### config.mk
export PLATFORM = sky130hd
export DESIGN_NAME = fetch_unit
export DESIGN_NICKNAME = d
export VERILOG_FILES = /design/src/rtl/fetch_pkg.sv /design/src/rtl/fetch_unit_branch_eval.sv /design/src/rtl/fetch_unit.sv
export SDC_FILE = /design/constraint.sdc
export NUM_CORES = 1
export LEC_CHECK = 0
export ABC_CLOCK_PERIOD_IN_PS = 1300
export BUFFER_PORTS_ARGS = -buffer_cell sky130_fd_sc_hd__buf_2
export CORE_UTILIZATION = 42
export DETAILED_ROUTE_END_ITERATION = 8
export PLACE_DENSITY = 0.75
export SKIP_CTS_REPAIR_TIMING = 1
export SLEW_MARGIN = 0
export SYNTH_ARGS = -nofsm -noshare
export SYNTH_HDL_FRONTEND = slang
export SYNTH_HIERARCHICAL = 1
export SYNTH_SLANG_ARGS = --single-unit
### constraint.sdc
create_clock -name clk -period 1.3 [get_ports clk]
set_input_delay 0.065 -clock clk [delete_from_list [all_inputs] [get_ports clk]]
set_output_delay 0.065 -clock clk [all_outputs]
set_load 0.01 [all_outputs]
### src/rtl/fetch_pkg.sv
// Shared types and encodings for the instruction fetch/sequencing stage.
// Branch-related constants are only consumed when FETCH_BRANCH_EN is defined.
package fetch_pkg;

    typedef enum logic [2:0] {
        ST_IDLE,
        ST_REQ,
        ST_WAIT,
        ST_ISSUE,
        ST_EXEC
    } state_t;

    localparam logic [1:0]  FMT_BRANCH = 2'b10;

    // Condition codes share the encoding of the ALU compare flag.
    localparam logic [1:0]  COND_EQ    = 2'b00;
    localparam logic [1:0]  COND_GT    = 2'b01;
    localparam logic [1:0]  COND_LT    = 2'b10;
    localparam logic [1:0]  COND_NEVER = 2'b11;

    localparam logic [15:0] NOP_INST   = 16'h0002;

endpackage

### src/rtl/fetch_unit_branch_eval.sv
// Next-PC selection, combinational: sequential pc+1, or the embedded target
// for a taken format-10 branch when FETCH_BRANCH_EN is defined.
module branch_eval
    import fetch_pkg::*;
#(
    parameter int ADDR_W = 8
) (
    input  logic [15:0]       d_inst,
    input  logic [1:0]        cmp_flag,
    input  logic [ADDR_W-1:0] pc,
    output logic [ADDR_W-1:0] next_pc
);

    logic [ADDR_W-1:0] pc_inc;

    assign pc_inc = pc + ADDR_W'(1);

`ifdef FETCH_BRANCH_EN
    logic taken;
    logic unused_bits;

    always_comb begin
        taken = 1'b0;
        if (d_inst[1:0] == FMT_BRANCH) begin
            case (d_inst[3:2])
                COND_EQ:    taken = (cmp_flag == COND_EQ);
                COND_GT:    taken = (cmp_flag == COND_GT);
                COND_LT:    taken = (cmp_flag == COND_LT);
                COND_NEVER: taken = 1'b0;
                default:    taken = 1'b0;
            endcase
        end
    end

    // Target bits above ADDR_W+3 are ignored for narrow PCs.
    assign unused_bits = ^d_inst;
    assign next_pc     = taken ? d_inst[ADDR_W+3:4] : pc_inc;
`else
    logic unused_bits;

    assign unused_bits = ^{d_inst, cmp_flag};
    assign next_pc     = pc_inc;
`endif

endmodule

### src/rtl/fetch_unit.sv
// Fetch/sequencing stage: REQ, WAIT, ISSUE, EXEC per instruction; first run 3 cycles after start.
// Stalls in EXEC until done; stop is honoured only at instruction boundaries (FETCH_BRANCH_EN adds branches).
module fetch_unit
    import fetch_pkg::*;
#(
    parameter int ADDR_W = 8
) (
    input  logic              clk,
    input  logic              reset,
    input  logic              start,
    input  logic              stop,
    output logic [ADDR_W-1:0] mem_addr,
    output logic              mem_rd,
    input  logic [15:0]       mem_rdata,
    output logic [15:0]       d_inst,
    output logic              run,
    input  logic              done,
    input  logic [1:0]        cmp_flag,
    output logic [ADDR_W-1:0] pc,
    output logic              busy
);

    state_t            state;
    logic              stop_pend;
    logic [ADDR_W-1:0] next_pc;

    branch_eval #(.ADDR_W(ADDR_W)) u_branch_eval (
        .d_inst   (d_inst),
        .cmp_flag (cmp_flag),
        .pc       (pc),
        .next_pc  (next_pc)
    );

    // pc only moves on the done edge, which is always followed by REQ or IDLE.
    assign mem_addr = pc;

    always_ff @(posedge clk) begin
        if (reset) begin
            state     <= ST_IDLE;
            pc        <= '0;
            d_inst    <= NOP_INST;
            run       <= 1'b0;
            mem_rd    <= 1'b0;
            busy      <= 1'b0;
            stop_pend <= 1'b0;
        end else begin
            run    <= 1'b0;
            mem_rd <= 1'b0;
            if (stop) begin
                stop_pend <= 1'b1;
            end
            case (state)
                ST_IDLE: begin
                    if (start) begin
                        state  <= ST_REQ;
                        mem_rd <= 1'b1;
                        busy   <= 1'b1;
                    end
                end
                ST_REQ: begin
                    state <= ST_WAIT;
                end
                ST_WAIT: begin
                    d_inst <= mem_rdata;
                    run    <= 1'b1;
                    state  <= ST_ISSUE;
                end
                ST_ISSUE: begin
                    state <= ST_EXEC;
                end
                ST_EXEC: begin
                    if (done) begin
                        pc <= next_pc;
                        // A stop arriving on the done cycle itself still counts.
                        if (stop_pend || stop) begin
                            state     <= ST_IDLE;
                            busy      <= 1'b0;
                            stop_pend <= 1'b0;
                        end else begin
                            state  <= ST_REQ;
                            mem_rd <= 1'b1;
                        end
                    end
                end
                default: begin
                    state <= ST_IDLE;
                    busy  <= 1'b0;
                end
            endcase
        end
    end

endmodule

==> flow_summary.rst <==
.. list-table::
   :header-rows: 1

   * - Metric
     - Value
   * - Peak fanout along the critical path
     - 17
   * - P per Cell Area
     - about 1200 nW/um2
   * - Sequential-to-total area share from yosys stat
     - 0.4580
   * - Delay of the slowest cell on the worst path
     - between 0.4 and 0.5 ns
   * - Worst Hold Class
     - in2reg
   * - Post-detailed-routing wire length
     - just under 3000 um
   * - Worst clock skew
     - between 0.01 and 0.015 ns
   * - Synthesis Warnings
     - 6
   * - Number of nets in the layout
     - between 200 and 250
   * - Post-synthesis xor/xnor area fraction
     - 0.04524
   * - Design Power
     - roughly 2200 uW
   * - Library cell used as clock root buffer
     - sky130_fd_sc_hd__clkbuf_4
   * - Number of non-filler instances in the completed layout
     - about 270
   * - Final routed DRC violation total
     - 0
   * - Initial antenna violation count
     - 0
   * - Critical path start-end classification
     - reg2reg
   * - Fraction of synthesized area in multiplexers
     - 0.05910
   * - Shortest clock period the worst path allows after layout
     - 1.205 ns
   * - Post-synthesis adder-cell area fraction
     - 0.009234
   * - DR pass1 iterations
     - 4
   * - Diodes inserted
     - 0
   * - Library cells used by synthesis
     - 29
   * - Total nets after synthesis
     - 176
   * - Worst VDD drop
     - between 0.5 and 0.6 mV
   * - Post-Synthesis Mean Instance Area
     - 8.915 um2
   * - Crit-path slowest cell
     - sky130_fd_sc_hd__or3b_1
   * - Top area cells in the synthesized netlist
     - sky130_fd_sc_hd__dfxtp_1 46%, sky130_fd_sc_hd__nand2_1 9.1%, sky130_fd_sc_hd__a21oi_1 6.6%, sky130_fd_sc_hd__buf_4 6.1%, sky130_fd_sc_hd__mux2i_1 5.9%
   * - Synthesized-area fraction occupied by ao, oa, aoi and oai cells
     - 0.08126
   * - Share of the core filled with cells in the final layout
     - 0.6184
   * - Number of global-route vias before repair
     - ~940
   * - Maximum number of pins on one net before global-route repair
     - 32
   * - Wire length of the first global-routing pass
     - between 3000 and 4000 um
   * - Post-synthesis instance area
     - 1355 um2
   * - Post-synth top area share
     - 0.4580
   * - Deepest clock path buffer count
     - 2
   * - Setup TNS
     - 0 ns
   * - Clock transition at path regs
     - 0.10 ns
   * - Rows
     - 20
   * - Count of flip-flops with a built-in enable after synthesis
     - 0
   * - Average via count per standard cell
     - between 4 and 5
   * - Final count of hold timing violations
     - 0
   * - Static leakage
     - approximately 0.00086 uW
   * - Core Box Area
     - 3053 um2
   * - Yosys top cell by area
     - sky130_fd_sc_hd__dfxtp_1
   * - Arrival time worst endpoint
     - 1.39 ns
   * - HPWL after detailed placement
     - ~1700 um
   * - Actual slew at the worst max-slew pin
     - 0.5242 ns
   * - Launch point of the worst path
     - state[2]
   * - Placed insts
     - 243
   * - Total number of vias
     - around 1200
   * - Startpoint of the most critical hold path
     - done
   * - Drt first-iter violations
     - between 80 and 90
   * - Number of buffers added on ports
     - 55
   * - Most instantiated flip-flop cell in the synthesis netlist
     - sky130_fd_sc_hd__dfxtp_1
   * - Cell Chain, Critical Path
     - or3b_1 > buf_6 > nand2_1 > a21oi_1
   * - Number of buffers created by CTS
     - 5
   * - Count of buffering cells on the critical path with inverters included
     - 1
   * - Sinks on the clock net
     - 31
   * - Synthesized flop and latch total
     - 31
   * - Final setup violation count
     - 0
   * - Die Outline Area
     - 3457 um2
   * - Leading cell type in the layout, fill and taps excluded
     - sky130_fd_sc_hd__buf_2
   * - Peak clock frequency supported by timing
     - 0.8301 GHz
   * - Horizontal die dimension
     - roughly 59 um
   * - Max Cap Violations
     - 0
   * - Share of async-settable or async-resettable flops after synthesis
     - 0
   * - Most used cells in the layout excluding fill and tap cells
     - 55 x sky130_fd_sc_hd__buf_2, 33 x sky130_fd_sc_hd__nand2_1, 30 x sky130_fd_sc_hd__dfxtp_1
   * - Simple-gate portion of the synthesized area
     - 0.2392
   * - Maximum level of the CTS H-tree
     - 2
   * - Effective utilization at floorplan
     - 0.4439
   * - CP Launch Type
     - flop
   * - Launch instance of the worst register-to-register path
     - state[2]
   * - Clock tree from TritonCTS
     - built
   * - Aggregate global-route resource usage
     - 0.1495
   * - Cell family with the largest share of critical-path delay
     - simple AND/OR/NAND/NOR gates
   * - Die Y-Extent
     - about 59 um
   * - Hold_ws
     - 0.07538 ns
   * - Wire length per cell after detailed routing
     - between 10 and 15 um
   * - Dominant combinational cell family by area after synthesis
     - simple AND/OR/NAND/NOR gates
   * - Number of max-slew violations in the final report
     - 0
   * - Grt ovf
     - 0
   * - Final weighted congestion of routability-driven global placement
     - just under 0.8
   * - Antenna-violating nets left
     - 0
   * - Top-Level Pins
     - 58
   * - Unrepaired setup endpoints after global routing
     - false
   * - Outcome
     - complete, no violations
   * - Synthesized instance count
     - between 150 and 200
   * - Proportion of layout cells with a drive suffix above 1
     - 0.3632
   * - Endpoint kind of the worst setup timing path
     - flop
   * - Clock latency on the worst-skew pair
     - 0.32 ns
   * - Synth-to-layout area growth
     - 39.34%
   * - Required @ worst endpoint
     - approximately 1.5 ns
   * - Worst slew slack as a fraction of its limit
     - 0.6505
   * - Share of the cycle needed by the critical path after routing
     - 0.9267
-- synth_stat cells, types with 2 or more instances --
library cell               count
sky130_fd_sc_hd__a21oi_1      18
sky130_fd_sc_hd__buf_4        11
sky130_fd_sc_hd__buf_6         3
sky130_fd_sc_hd__clkbuf_1      3
sky130_fd_sc_hd__dfxtp_1      31
sky130_fd_sc_hd__mux2i_1       8
sky130_fd_sc_hd__nand2_1      33
sky130_fd_sc_hd__nand3_1       3
sky130_fd_sc_hd__nand3b_1      3
sky130_fd_sc_hd__nor2_1       12
sky130_fd_sc_hd__nor2b_1       2
sky130_fd_sc_hd__nor3_1        3
sky130_fd_sc_hd__xnor2_1       4
sky130_fd_sc_hd__xor2_1        3
-- state kept, by name, summed over array words and instances, names as in the netlist --
signal     count
mem_rd         1
stop_pend      1
state          3
run            1
d_inst        16
busy           1
mem_addr       8
-- final cells by class --
class                   count  area (um2)
multi-input cells         102       594.3
flip-flops and latches     31       621.8
clock buffers               6       51.30
clock inverters             2       35.03
inverters                   1       3.754
repair buffers             81       526.8
well taps                  44       55.05
fillers                   283        1165
-- metal layers --
layer,up-vias,track usage,wire length [um]
met2,49,0.2435,1431
li1,636,-,-
met4,0,0.05102,22
met5,-,0,0
met3,4,0.06813,228
met1,553,0.1736,1223
-- worst min-delay path: cells and delay by family --
kind	cells	cell delay [ns]
compound gates	1	0.06
buf+inv	1	0.12
simple gates	1	0.11
-- through the flow --
stage                     worst slack [ns]  area (um2)
after floorplan                    0.02707        1355
after global placement             0.05803        1630
after detailed placement           0.01194        1630
after CTS                        -0.007134        1717
after global routing              0.004151        1888
final                              0.09529        1888
-- path summary, 6_finish.rpt --
check | end | slack, ns | cells past startpoint
worst max-delay path | d_inst[9] | 0.1 | 4
worst min-delay path | state[2] | 0.08 | 3
worst max register to register | d_inst[9] | 0.1 | 4
worst min register to register | d_inst[10] | 0.45 | 2
-- kinds of logic after synthesis --
family | Yosys count
flip-flops | 31
AO/OA/AOI/OAI | 21
multiplexers | 8
adder cells (fa/ha/maj) | 1
XOR/XNOR | 7
buffers and inverters | 19
AND/OR/NAND/NOR | 65
-- report_power, final --
part,internal [uW],switching (uW)
Combinational,194,180
Clock,454,321
Sequential,1010,31.1
Note: power is estimated with default switching activity, not from simulation.
